--- src/rtl/div_pkg.sv ---
// Shared types and constants for the divider operand sequencer.
package div_pkg;

  localparam int DIV_WIDTH = 10;
  localparam int DIV_DEPTH = 4;

  // Quotient reported for a bypassed divide-by-zero; sliced to WIDTH by users.
  localparam logic [63:0] DIV_BYPASS_Q = {64{1'b1}};

  typedef enum logic [1:0] {
    IDLE  = 2'd0,
    ISSUE = 2'd1,
    WAIT  = 2'd2,
    HOLD  = 2'd3
  } div_state_e;

endpackage

--- src/rtl/div_sequencer_if.sv ---
// Stream and divider-side signals of div_sequencer; master is the sequencer, slave its environment.
interface div_sequencer_if #(
  parameter int WIDTH = 10,
  parameter int DEPTH = 4
);
  logic                     in_valid;
  logic                     in_ready;
  logic [WIDTH-1:0]         in_a;
  logic [WIDTH-1:0]         in_b;
  logic                     div_start;
  logic [WIDTH-1:0]         div_a;
  logic [WIDTH-1:0]         div_b;
  logic                     div_busy;
  logic                     div_valid;
  logic [WIDTH-1:0]         div_q;
  logic                     div_ov;
  logic                     out_valid;
  logic                     out_ready;
  logic [WIDTH-1:0]         out_q;
  logic                     out_ov;
  logic [$clog2(DEPTH):0]   pending;

  modport master (
    input  in_valid, in_a, in_b, div_busy, div_valid, div_q, div_ov, out_ready,
    output in_ready, div_start, div_a, div_b, out_valid, out_q, out_ov, pending
  );

  modport slave (
    output in_valid, in_a, in_b, div_busy, div_valid, div_q, div_ov, out_ready,
    input  in_ready, div_start, div_a, div_b, out_valid, out_q, out_ov, pending
  );
endinterface

--- src/rtl/div_seq_fifo.sv ---
// Operand FIFO holding {a, b} pairs; a push into a full FIFO succeeds when a pop happens in the same cycle.
module div_seq_fifo #(
  parameter int WIDTH = 10,
  parameter int DEPTH = 4
) (
  input  logic                   clk,
  input  logic                   rst,
  input  logic                   push,
  input  logic                   pop,
  input  logic [2*WIDTH-1:0]     wdata,
  output logic [2*WIDTH-1:0]     rdata,
  output logic                   full,
  output logic                   empty,
  output logic [$clog2(DEPTH):0] count
);
  localparam int AW = $clog2(DEPTH);
  localparam int CW = AW + 1;
  localparam logic [CW-1:0] FULL_CNT = CW'(DEPTH);

  logic [2*WIDTH-1:0] mem_r [DEPTH];
  logic [AW-1:0]      wr_ptr_r;
  logic [AW-1:0]      rd_ptr_r;
  logic [CW-1:0]      count_r;
  logic               do_push_s;
  logic               do_pop_s;

  // Qualify push/pop against occupancy.
  always_comb begin
    do_pop_s  = pop && (count_r != {CW{1'b0}});
    do_push_s = push && ((count_r != FULL_CNT) || do_pop_s);
  end

  // Storage, pointers and occupancy.
  always_ff @(posedge clk or negedge rst) begin
    if (!rst) begin
      wr_ptr_r <= {AW{1'b0}};
      rd_ptr_r <= {AW{1'b0}};
      count_r  <= {CW{1'b0}};
      for (int i = 0; i < DEPTH; i++) begin
        mem_r[i] <= {(2*WIDTH){1'b0}};
      end
    end else begin
      if (do_push_s) begin
        mem_r[wr_ptr_r] <= wdata;
        wr_ptr_r        <= wr_ptr_r + AW'(1);
      end
      if (do_pop_s) begin
        rd_ptr_r <= rd_ptr_r + AW'(1);
      end
      case ({do_push_s, do_pop_s})
        2'b10:   count_r <= count_r + CW'(1);
        2'b01:   count_r <= count_r - CW'(1);
        default: count_r <= count_r;
      endcase
    end
  end

  assign rdata = mem_r[rd_ptr_r];
  assign full  = (count_r == FULL_CNT);
  assign empty = (count_r == {CW{1'b0}});
  assign count = count_r;

endmodule

--- src/rtl/div_sequencer.sv ---
// Feeds buffered operand pairs to a multi-cycle divider one at a time and returns results in order.
// Optional DIV_SEQ_ZERO_BYPASS_EN: zero divisors skip the divider and return all-ones with ov set.
module div_sequencer
  import div_pkg::*;
#(
  parameter int WIDTH = DIV_WIDTH,
  parameter int DEPTH = DIV_DEPTH
) (
  input logic            clk,
  input logic            rst,
  div_sequencer_if.master bus
);
  logic [2*WIDTH-1:0]     head_s;
  logic [WIDTH-1:0]       head_a_s;
  logic [WIDTH-1:0]       head_b_s;
  logic                   full_s;
  logic                   empty_s;
  logic [$clog2(DEPTH):0] count_s;
  logic                   in_ready_s;
  logic                   push_s;

  div_state_e       state_r;
  div_state_e       state_s;
  logic             pop_s;
  logic             latch_s;
  logic             capture_s;
  logic             bypass_s;

  logic             div_start_r;
  logic             out_valid_r;
  logic [WIDTH-1:0] div_a_r;
  logic [WIDTH-1:0] div_b_r;
  logic [WIDTH-1:0] out_q_r;
  logic             out_ov_r;

  // A pop frees a slot in the same cycle, so a full FIFO still accepts then.
  assign in_ready_s = !full_s || pop_s;
  assign push_s     = bus.in_valid && in_ready_s;
  assign head_a_s   = head_s[2*WIDTH-1:WIDTH];
  assign head_b_s   = head_s[WIDTH-1:0];

  div_seq_fifo #(
    .WIDTH (WIDTH),
    .DEPTH (DEPTH)
  ) u_fifo (
    .clk   (clk),
    .rst   (rst),
    .push  (push_s),
    .pop   (pop_s),
    .wdata ({bus.in_a, bus.in_b}),
    .rdata (head_s),
    .full  (full_s),
    .empty (empty_s),
    .count (count_s)
  );

  // Next-state and per-cycle control decode.
  always_comb begin
    state_s   = state_r;
    pop_s     = 1'b0;
    latch_s   = 1'b0;
    capture_s = 1'b0;
    bypass_s  = 1'b0;
    case (state_r)
      IDLE: begin
        if (!empty_s) begin
`ifdef DIV_SEQ_ZERO_BYPASS_EN
          if (head_b_s == {WIDTH{1'b0}}) begin
            state_s  = HOLD;
            pop_s    = 1'b1;
            bypass_s = 1'b1;
          end else if (!bus.div_busy) begin
            state_s = ISSUE;
            latch_s = 1'b1;
          end else begin
            state_s = IDLE;
          end
`else
          if (!bus.div_busy) begin
            state_s = ISSUE;
            latch_s = 1'b1;
          end else begin
            state_s = IDLE;
          end
`endif
        end else begin
          state_s = IDLE;
        end
      end
      ISSUE: state_s = WAIT;
      WAIT: begin
        if (bus.div_valid) begin
          state_s   = HOLD;
          pop_s     = 1'b1;
          capture_s = 1'b1;
        end else begin
          state_s = WAIT;
        end
      end
      HOLD: begin
        if (bus.out_ready) begin
          state_s = IDLE;
        end else begin
          state_s = HOLD;
        end
      end
      default: state_s = IDLE;
    endcase
  end

  // State and registered outputs; operands stay put until the next issue.
  always_ff @(posedge clk or negedge rst) begin
    if (!rst) begin
      state_r     <= IDLE;
      div_start_r <= 1'b0;
      out_valid_r <= 1'b0;
      div_a_r     <= {WIDTH{1'b0}};
      div_b_r     <= {WIDTH{1'b0}};
      out_q_r     <= {WIDTH{1'b0}};
      out_ov_r    <= 1'b0;
    end else begin
      state_r     <= state_s;
      div_start_r <= (state_s == ISSUE);
      out_valid_r <= (state_s == HOLD);
      if (latch_s) begin
        div_a_r <= head_a_s;
        div_b_r <= head_b_s;
      end
      if (capture_s) begin
        out_q_r  <= bus.div_q;
        out_ov_r <= bus.div_ov;
      end else if (bypass_s) begin
        out_q_r  <= DIV_BYPASS_Q[WIDTH-1:0];
        out_ov_r <= 1'b1;
      end
    end
  end

  assign bus.in_ready  = in_ready_s;
  assign bus.div_start = div_start_r;
  assign bus.div_a     = div_a_r;
  assign bus.div_b     = div_b_r;
  assign bus.out_valid = out_valid_r;
  assign bus.out_q     = out_q_r;
  assign bus.out_ov    = out_ov_r;
  assign bus.pending   = count_s;

endmodule

--- src/flat_wrapper.sv ---
// flat-port wrapper written by rule: the top's interface ports become plain ports
module div_sequencer_flat import div_pkg::*;
#(
  parameter int WIDTH = DIV_WIDTH,
  parameter int DEPTH = DIV_DEPTH
)
  (clk, rst, bus_in_valid, bus_in_a, bus_in_b, bus_div_busy, bus_div_valid, bus_div_q, bus_div_ov, bus_out_ready, bus_in_ready, bus_div_start, bus_div_a, bus_div_b, bus_out_valid, bus_out_q, bus_out_ov, bus_pending);
  div_sequencer_if #(.WIDTH(WIDTH), .DEPTH(DEPTH)) bus_i ();
  input logic clk;
  input logic rst;
  input wire logic [$bits(bus_i.in_valid)-1:0] bus_in_valid;
  input wire logic [$bits(bus_i.in_a)-1:0] bus_in_a;
  input wire logic [$bits(bus_i.in_b)-1:0] bus_in_b;
  input wire logic [$bits(bus_i.div_busy)-1:0] bus_div_busy;
  input wire logic [$bits(bus_i.div_valid)-1:0] bus_div_valid;
  input wire logic [$bits(bus_i.div_q)-1:0] bus_div_q;
  input wire logic [$bits(bus_i.div_ov)-1:0] bus_div_ov;
  input wire logic [$bits(bus_i.out_ready)-1:0] bus_out_ready;
  output wire logic [$bits(bus_i.in_ready)-1:0] bus_in_ready;
  output wire logic [$bits(bus_i.div_start)-1:0] bus_div_start;
  output wire logic [$bits(bus_i.div_a)-1:0] bus_div_a;
  output wire logic [$bits(bus_i.div_b)-1:0] bus_div_b;
  output wire logic [$bits(bus_i.out_valid)-1:0] bus_out_valid;
  output wire logic [$bits(bus_i.out_q)-1:0] bus_out_q;
  output wire logic [$bits(bus_i.out_ov)-1:0] bus_out_ov;
  output wire logic [$bits(bus_i.pending)-1:0] bus_pending;
  assign bus_i.in_valid = bus_in_valid;
  assign bus_i.in_a = bus_in_a;
  assign bus_i.in_b = bus_in_b;
  assign bus_i.div_busy = bus_div_busy;
  assign bus_i.div_valid = bus_div_valid;
  assign bus_i.div_q = bus_div_q;
  assign bus_i.div_ov = bus_div_ov;
  assign bus_i.out_ready = bus_out_ready;
  assign bus_in_ready = bus_i.in_ready;
  assign bus_div_start = bus_i.div_start;
  assign bus_div_a = bus_i.div_a;
  assign bus_div_b = bus_i.div_b;
  assign bus_out_valid = bus_i.out_valid;
  assign bus_out_q = bus_i.out_q;
  assign bus_out_ov = bus_i.out_ov;
  assign bus_pending = bus_i.pending;
  div_sequencer #(.WIDTH(WIDTH), .DEPTH(DEPTH)) u_core (.clk(clk), .rst(rst), .bus(bus_i));
endmodule
--- config.mk ---
export PLATFORM = sky130hd
export DESIGN_NAME = div_sequencer_flat
export DESIGN_NICKNAME = d
export VERILOG_FILES = /design/src/rtl/div_pkg.sv /design/src/rtl/div_sequencer_if.sv /design/src/rtl/div_seq_fifo.sv /design/src/rtl/div_sequencer.sv /design/src/flat_wrapper.sv
export SDC_FILE = /design/constraint.sdc
export NUM_CORES = 1
export LEC_CHECK = 0
export BUFFER_PORTS_ARGS = -buffer_cell sky130_fd_sc_hd__buf_2
export CAP_MARGIN = 5
export CORE_ASPECT_RATIO = 1.1
export CORE_MARGIN = 2
export CORE_UTILIZATION = 40
export CTS_BUF_LIST = sky130_fd_sc_hd__clkbuf_2 sky130_fd_sc_hd__clkbuf_4 sky130_fd_sc_hd__clkbuf_8
export DETAILED_ROUTE_END_ITERATION = 10
export PLACE_DENSITY_LB_ADDON = 0.12
export REMOVE_ABC_BUFFERS = 1
export SETUP_SLACK_MARGIN = 0.02
export SLEW_MARGIN = 0
export SYNTH_ARGS = -nofsm -noshare
export SYNTH_HDL_FRONTEND = slang
export SYNTH_SLANG_ARGS = --single-unit
--- constraint.sdc ---
create_clock -name clk -period 2.25 [get_ports clk]
set_input_delay 0.3375 -clock clk [delete_from_list [all_inputs] [get_ports clk]]
set_output_delay 0.3375 -clock clk [all_outputs]
set_load 0.05 [all_outputs]
==> results of run 1 <==
==> layout make-up <==
type,count,area share
clock buffer,27,0.0553
clock inverter,2,0.00160
inverter,7,0.00419
multi-input combinational,169,0.333
sequential,122,0.488
tap,157,0.0314
timing repair buffer,91,0.0867
==> metal layers <==
layer,track usage,vias to the layer above
met1,0.209,1521
met5,0,-
met2,0.249,63
met4,0.0709,0
met3,0.0414,14
li1,-,1323
==> stage by stage <==
step | cells | hold slack, ns | setup TNS [ns] | worst slack, ns
final | 575 | 0.135 | 0 | 0.241
after global routing | 575 | 0.110 | 0 | 0.0896
after CTS | 575 | 0.101 | 0 | 0.209
after detailed placement | 545 | 0.335 | 0 | 0.220
after global placement | 545 | 0.334 | 0 | 0.316
after floorplan | 298 | 0.0419 | -16.13 | -0.200
==> cell families after synthesis <==
logic type,after synthesis,synth area share
adders and majority gates,6,0.0158
muxes,133,0.342
AOI/OAI and AO/OA,8,0.00956
and+or+nand+nor,16,0.0182
xor gates and xnor gates,6,0.0100
DFF,122,0.583
buffers and inverters,22,0.0213
==> power breakdown <==
part	switching [mW]	leakage [nW]	internal (mW)
Sequential	0.631	1.45	3.33
Clock	0.784	0.192	0.966
Combinational	2.36	1.23	2.27
==> flip-flops by register name, indices dropped and copies added (netlist names) <==
| name | cells |
|---|---|
| u_core.bus.div_a | 10 |
| u_core.bus.div_b | 10 |
| u_core.bus.div_start | 1 |
| u_core.bus.out_ov | 1 |
| u_core.bus.out_q | 10 |
| u_core.bus.out_valid | 1 |
| u_core.state_r | 2 |
| u_core.u_fifo.count | 3 |
| u_core.u_fifo.mem_r | 80 |
| u_core.u_fifo.rd_ptr_r | 2 |
| u_core.u_fifo.wr_ptr_r | 2 |
==> what timing repair did <==
action | 4_1_cts | 5_1_grt
hold buffers | 1 | 0
endpoints found under the setup margin | 0 | 0
endpoints found under the hold margin | 33 | 0
resized for setup | 0 | 0
==> cell usage after synthesis (all sizes together) (2+ instances only) <==
master	number
ha	5
buf	13
nand2b	2
xnor2	2
a21oi	4
mux2	112
nand2	5
xor2	4
nor3b	2
dfrtp	122
inv	7
clkbuf	2
mux4	20
nor2	2
a21boi	2
==> how the worst min path moves through the flow <==
stage / start / cells after the start / end
2_1_floorplan: rst / 0 / u_core.bus.div_a[0]
3_3_place_gp: rst / 1 / u_core.u_fifo.mem_r[32]
3_5_place_dp: rst / 1 / u_core.u_fifo.mem_r[32]
4_1_cts: bus_div_q[6] / 2 / u_core.bus.out_q[6]
5_1_grt: bus_div_q[7] / 2 / u_core.bus.out_q[7]
6_report: bus_div_q[6] / 2 / u_core.bus.out_q[6]
==> metrics.txt, run 1 <==
# TYPE chip_impl_metric gauge
chip_impl_metric{name="critPathArrivalTime",unit="ns"} 2.37
chip_impl_metric{name="clkLatencyLatePin",unit="ns"} 0.43
chip_impl_metric{name="yosysTopAreaCellShare",unit=""} 0.583
chip_impl_info{name="hold_path_class",value="in -> reg"} 1
chip_impl_metric{name="tightestPinTransition",unit="ns"} 0.493
chip_impl_info{name="rr_startpoint",value="u_core.state_r[0]"} 1
chip_impl_metric{name="synth.ff_latch_count",unit=""} 122
chip_impl_metric{name="register_area_share_after_synthesis",unit=""} 0.583
chip_impl_info{name="worstSetupEndpointType",value="register"} 1
chip_impl_metric{name="wirelength",unit="um"} 9950
chip_impl_metric{name="maxCapViolCount",unit=""} 0
chip_impl_metric{name="report.power.total",unit="mW"} 10.3
chip_impl_metric{name="fmax",unit="GHz"} 0.498
chip_impl_metric{name="htree_num_levels",unit=""} 4
chip_impl_metric{name="grt_start_max_net_pins",unit=""} 43
chip_impl_metric{name="cellLeakagePower",unit="nW"} 2.87
chip_impl_info{name="critical_path.startpoint_type",value="register"} 1
chip_impl_metric{name="syn-instance-count",unit=""} 313
chip_impl_metric{name="detailroute.wirelength.met2",unit="um"} 4770
chip_impl_info{name="tritoncts_clock_tree",value="yes"} 1
chip_impl_metric{name="util_after_layout",unit=""} 0.493
chip_impl_metric{name="clkSinkCount",unit=""} 122
chip_impl_info{name="run_status",value="finished, violations left"} 1
chip_impl_metric{name="chipWidth",unit="um"} 113
chip_impl_metric{name="dpl.hpwl",unit="um"} 6470
chip_impl_metric{name="async_reset_ff_frac",unit=""} 1.00
chip_impl_metric{name="drt_iter0_markers",unit=""} 99
chip_impl_metric{name="final_design_area_no_fill",unit="mm2"} 0.00626
chip_impl_metric{name="grt_antenna_before_repair",unit=""} 0
chip_impl_metric{name="wl_met1",unit="um"} 4640
chip_impl_metric{name="worst_clock_skew",unit="ns"} 0.00614
chip_impl_metric{name="numCtsBuffers",unit=""} 17
chip_impl_metric{name="detail_route.vias_per_cell",unit=""} 5.08
chip_impl_metric{name="timing.final.max_slew_violations",unit=""} 0
chip_impl_info{name="synth.largest_area_cell",value="dfrtp_1"} 1
chip_impl_metric{name="post_synthesis_instance_area",unit="mm2"} 0.00524
chip_impl_metric{name="antennaDiodeCount",unit=""} 0
chip_impl_info{name="timing_worst_setup_path_type",value="reg -> reg"} 1
chip_impl_metric{name="wl_met3",unit="um"} 383
chip_impl_info{name="cp-endpoint",value="u_core.u_fifo.count[2]"} 1
chip_impl_metric{name="cp_num_cells",unit=""} 8
chip_impl_info{name="timing.rr.end",value="u_core.u_fifo.count[2]"} 1
chip_impl_metric{name="number_of_buffers_inserted_by_port_buffering",unit=""} 73
chip_impl_metric{name="route.detailed.wl_per_inst",unit="um"} 17.3
chip_impl_info{name="worst_path_max_delay_cell",value="dfrtp_1"} 1
chip_impl_metric{name="drt_drc_violations_left",unit=""} 4
chip_impl_metric{name="count_of_tritonroute_iterations_in_the_first_routing_pass",unit=""} 7
chip_impl_metric{name="globalplace.congestion",unit=""} 0.694
chip_impl_metric{name="ios",unit=""} 74
chip_impl_metric{name="reg2reg_depth",unit=""} 8
chip_impl_metric{name="sequential_cell_area",unit="mm2"} 0.00305
chip_impl_metric{name="relSlewSlack",unit=""} 0.671
chip_impl_metric{name="critPathRequiredTime",unit="ns"} 2.61
chip_impl_metric{name="critical_path_peak_fanout",unit=""} 6
chip_impl_metric{name="synth_edf_count",unit=""} 0
chip_impl_metric{name="combined_area_of_the_multi_input_logic_cells",unit="mm2"} 0.00209
chip_impl_info{name="synthFlopType",value="dfrtp_1"} 1
chip_impl_metric{name="post_cts.repair.setup_buffers",unit=""} 0
chip_impl_metric{name="setup_viol",unit=""} 0
chip_impl_metric{name="num-nets-final",unit=""} 451
chip_impl_metric{name="die_height",unit="um"} 124
chip_impl_info{name="synth_area_leaders",value="dfrtp_1, mux2_2, mux4_2"} 1
chip_impl_info{name="startpoint",value="u_core.state_r[0]"} 1
chip_impl_metric{name="yosysWarningCount",unit=""} 0
chip_impl_metric{name="global_route_wire_length_before_repair",unit="um"} 16700
chip_impl_info{name="grt_setup_unrepaired",value="no"} 1
chip_impl_metric{name="synth.distinct_cells",unit=""} 27
chip_impl_info{name="layout.cells.most_common",value="dfrtp_1"} 1
chip_impl_metric{name="fillCellCount",unit=""} 1122
chip_impl_info{name="critical_path.cell_chain",value="nand3b_2, nor2_1, ha_1, inv_1, fa_1, xor2_1, nor2_1, xor2_1"} 1
chip_impl_metric{name="design.core.area",unit="mm2"} 0.0127
chip_impl_metric{name="grt_overflow",unit=""} 0
chip_impl_metric{name="design.die.area",unit="mm2"} 0.0140
chip_impl_metric{name="period_needed",unit="ns"} 2.01
chip_impl_metric{name="worst_ir_drop_vdd",unit="uV"} 844
chip_impl_info{name="cts_root_buf",value="clkbuf_8"} 1
chip_impl_metric{name="power.density_cell_area",unit="mW/mm2"} 1650
chip_impl_info{name="failed_checks",value="DRC"} 1
chip_impl_metric{name="worst-path-buf-inv",unit=""} 1
chip_impl_metric{name="finalHoldViolCount",unit=""} 0
chip_impl_info{name="layout.cells.most_common_list",value="dfrtp_1, mux2_2, buf_2"} 1
chip_impl_metric{name="routed_via_count",unit=""} 2921
chip_impl_metric{name="gr-usage-all-layers",unit=""} 0.159
chip_impl_metric{name="floorplan.rows",unit=""} 43
chip_impl_metric{name="syn_to_final_growth",unit="%"} 19.6
chip_impl_metric{name="post-route-period-util",unit=""} 0.893
chip_impl_metric{name="grt_pass1_vias",unit=""} 3153
chip_impl_metric{name="cp_slowest_stage_delay",unit="ns"} 0.42
chip_impl_metric{name="postRouteAntennaNets",unit=""} 0
chip_impl_metric{name="cts-root-to-sink-buffers",unit=""} 2
chip_impl_metric{name="postPlaceCellArea",unit="mm2"} 0.00590
chip_impl_metric{name="post_route_cells_drive_above_1_share",unit=""} 0.620
chip_impl_metric{name="post_synth.cell_area_avg",unit="um2"} 16.7
chip_impl_info{name="worst_path_dominant_cell_family",value="adder cells"} 1
chip_impl_metric{name="clock_transition_at_path_regs",unit="ns"} 0.07
chip_impl_info{name="top_signal_layer_used",value="met4"} 1
chip_impl_metric{name="initial_core_utilization",unit=""} 0.412
chip_impl_metric{name="timing.reg2reg.setup_slack",unit="ns"} 0.24
No activity file was read; power rests on OpenSTA's default activity.
==> run 2, diff against run 1 <==
--- a/config.mk
+++ b/config.mk
@@ -7,10 +7,11 @@
 export LEC_CHECK = 0
 export BUFFER_PORTS_ARGS = -buffer_cell sky130_fd_sc_hd__buf_2
 export CAP_MARGIN = 5
+export CELL_PAD_IN_SITES_DETAIL_PLACEMENT = 0
+export CELL_PAD_IN_SITES_GLOBAL_PLACEMENT = 1
 export CORE_ASPECT_RATIO = 1.1
 export CORE_MARGIN = 2
 export CORE_UTILIZATION = 40
-export CTS_BUF_LIST = sky130_fd_sc_hd__clkbuf_2 sky130_fd_sc_hd__clkbuf_4 sky130_fd_sc_hd__clkbuf_8
 export DETAILED_ROUTE_END_ITERATION = 10
 export PLACE_DENSITY_LB_ADDON = 0.12
 export REMOVE_ABC_BUFFERS = 1
==> run 2 against run 1 <==
Compared with the run above:
- the flow still finishes with violations (DRC)
- core utilization is 1.5 points higher
- combinational power rose by 0.9%
- cell area grew 3.0%
==> metrics.txt, run 2 (synthesized netlist as in run 1, its figures left out) <==
# TYPE chip_impl_metric gauge
chip_impl_metric{name="max_reg_flops",unit=""} 80
chip_impl_metric{name="cts-root-to-sink-buffers",unit=""} 2
chip_impl_metric{name="dpl.hpwl",unit="um"} 6360
chip_impl_metric{name="grt_antenna_before_repair",unit=""} 0
chip_impl_metric{name="global_route_wire_length_before_repair",unit="um"} 16600
chip_impl_metric{name="grt_pass1_vias",unit=""} 3206
chip_impl_info{name="worstSetupEndpointType",value="register"} 1
chip_impl_metric{name="internal_power",unit="mW"} 7.17
chip_impl_info{name="layout.cells.most_common",value="dfrtp_1"} 1
chip_impl_metric{name="numCtsBuffers",unit=""} 17
chip_impl_metric{name="grt_overflow",unit=""} 0
chip_impl_metric{name="layout_setup_ws",unit="ns"} 0.256
chip_impl_metric{name="drt_drc_violations_left",unit=""} 3
chip_impl_metric{name="period_needed",unit="ns"} 1.99
chip_impl_metric{name="critPathRequiredTime",unit="ns"} 2.58
chip_impl_metric{name="power.sequential.fraction",unit=""} 0.355
chip_impl_metric{name="relSlewSlack",unit=""} 0.651
chip_impl_metric{name="routed_via_count",unit=""} 2911
chip_impl_metric{name="grt_start_max_net_pins",unit=""} 47
chip_impl_info{name="critical_path.startpoint_type",value="register"} 1
chip_impl_metric{name="drt_iter0_markers",unit=""} 93
chip_impl_metric{name="power.density_cell_area",unit="mW/mm2"} 1710
chip_impl_info{name="tritoncts_clock_tree",value="yes"} 1
chip_impl_info{name="failed_checks",value="DRC"} 1
chip_impl_metric{name="ios",unit=""} 74
chip_impl_info{name="cts_root_buf",value="clkbuf_16"} 1
chip_impl_metric{name="floorplan.rows",unit=""} 43
chip_impl_metric{name="postRouteAntennaNets",unit=""} 0
chip_impl_metric{name="setup_tns",unit="ns"} 0
chip_impl_metric{name="critPathArrivalTime",unit="ns"} 2.32
chip_impl_metric{name="critical_path_peak_fanout",unit=""} 6
chip_impl_metric{name="clock_power_share",unit=""} 0.222
chip_impl_metric{name="detail_route.vias_per_cell",unit=""} 5.05
chip_impl_metric{name="post-route-period-util",unit=""} 0.886
chip_impl_info{name="run_status",value="finished, violations left"} 1
chip_impl_metric{name="clkLatencyLatePin",unit="ns"} 0.41
chip_impl_metric{name="tightestPinTransition",unit="ns"} 0.524
chip_impl_info{name="largest_register",value="u_core.u_fifo.mem_r"} 1
chip_impl_metric{name="syn_to_final_growth",unit="%"} 23.2
chip_impl_metric{name="count_of_tritonroute_iterations_in_the_first_routing_pass",unit=""} 7
chip_impl_metric{name="clock_transition_at_path_regs",unit="ns"} 0.05
chip_impl_info{name="timing_worst_setup_path_type",value="reg -> reg"} 1
chip_impl_metric{name="route.detailed.wl_per_inst",unit="um"} 17.1
chip_impl_metric{name="design.core.area",unit="mm2"} 0.0127
chip_impl_metric{name="finalHoldViolCount",unit=""} 0
chip_impl_metric{name="ctsResizeCount",unit=""} 0
chip_impl_info{name="layout.cells.most_common_list",value="dfrtp_1, mux2_2, buf_2"} 1
chip_impl_metric{name="cellLeakagePower",unit="nW"} 2.94
chip_impl_metric{name="die_height",unit="um"} 124
chip_impl_metric{name="post_route_cells_drive_above_1_share",unit=""} 0.601
chip_impl_metric{name="number_of_buffers_inserted_by_port_buffering",unit=""} 73
chip_impl_metric{name="timing.final.max_slew_violations",unit=""} 0
chip_impl_metric{name="antennaDiodeCount",unit=""} 0
chip_impl_metric{name="p_switching",unit="mW"} 3.87
chip_impl_metric{name="htree_num_levels",unit=""} 4
chip_impl_metric{name="design.die.area",unit="mm2"} 0.0140
chip_impl_metric{name="maxCapViolCount",unit=""} 0
chip_impl_metric{name="wirelength",unit="um"} 9830
chip_impl_metric{name="num-nets-final",unit=""} 450
chip_impl_metric{name="report.power.total",unit="mW"} 11.0
chip_impl_metric{name="post_cts.repair.setup_buffers",unit=""} 0
chip_impl_metric{name="gr-usage-all-layers",unit=""} 0.159
chip_impl_metric{name="fmax",unit="GHz"} 0.501
chip_impl_metric{name="worst_clock_skew",unit="ns"} 0.00402
chip_impl_metric{name="clkSinkCount",unit=""} 122
chip_impl_metric{name="chipWidth",unit="um"} 113
chip_impl_metric{name="setup_viol",unit=""} 0
chip_impl_info{name="grt_setup_unrepaired",value="no"} 1
chip_impl_metric{name="placement.setup.worst_slack",unit="ns"} 0.235
chip_impl_metric{name="initial_core_utilization",unit=""} 0.412
chip_impl_metric{name="worst_ir_drop_vdd",unit="uV"} 853
chip_impl_info{name="hold_path_class",value="in -> reg"} 1
chip_impl_metric{name="switching_share",unit=""} 0.351
chip_impl_metric{name="fillCellCount",unit=""} 1088
chip_impl_metric{name="hold_ws",unit="ns"} 0.157
chip_impl_metric{name="globalplace.congestion",unit=""} 0.737
chip_impl_metric{name="share_comb_of_total_power",unit=""} 0.422
run 2: repair_timing:
action,CTS,global route
setup endpoints to repair,0,0
hold endpoints to repair,35,0
hold buffers,1,0
run 2: power groups by stage:
| stage | clock (mW) | combinational (mW) | sequential, mW |
|---|---|---|---|
| 6_report | 2.46 | 4.66 | 3.92 |
| 5_1_grt | 2.64 | 5.00 | 4.07 |
| 4_1_cts | 2.52 | 4.74 | 3.94 |
| 3_5_place_dp | 0 | 4.73 | 3.96 |
| 3_3_place_gp | 0 | 4.68 | 3.92 |
| 2_1_floorplan | 0 | 2.44 | 5.04 |
run 2: per-layer routing:
| metal | up-vias | share of wire | global-route usage |
|---|---|---|---|
| met4 | 0 | 0.022 | 0.0785 |
| met5 | - | 0 | 0 |
| li1 | 1323 | - | - |
| met3 | 19 | 0.042 | 0.0462 |
| met2 | 61 | 0.49 | 0.254 |
| met1 | 1508 | 0.45 | 0.199 |
run 2: worst max-delay path, stage by stage (launching register included):
cell,delay [ns]
dfrtp_1,0.41
nand3b_2,0.26
nor2_1,0.20
ha_1,0.21
inv_1,0.06
fa_1,0.37
xor2_1,0.15
nor2_1,0.11
xor2_1,0.16
run 2: worst paths after layout:
check,startpoint,end,slack [ns],depth (start not counted)
worst max-delay path,u_core.state_r[0],u_core.u_fifo.count[2],0.26,8
worst min-delay path,bus_div_ov,u_core.bus.out_ov,0.16,2
worst max register to register,u_core.state_r[0],u_core.u_fifo.count[2],0.26,8
worst min register to register,u_core.bus.out_q[3],u_core.bus.out_q[3],0.50,1
max in group asynchronous,rst,u_core.u_fifo.mem_r[24],1.18,3
min in group asynchronous,rst,u_core.u_fifo.mem_r[51],0.44,2
run 2: layout make-up:
cell class / count / area (um2) / area share
Inverter: 7 / 26.3 / 0.00407
Clock inverter: 1 / 5.00 / 0.000776
Clock buffer: 30 / 534 / 0.0828
Timing Repair Buffer: 90 / 548 / 0.0849
Tap cell: 157 / 196 / 0.0304
Sequential cell: 122 / 3050 / 0.473
Multi-Input combinational cell: 169 / 2090 / 0.324
run 2: metrics by stage:
stage / utilization / std cells / instance area, um2
after floorplan: - / 298 / 5150
after global placement: 0.465 / 544 / 5900
after detailed placement: 0.465 / 544 / 5900
final: 0.508 / 576 / 6450
after global routing: 0.508 / 576 / 6450
after CTS: 0.508 / 576 / 6450
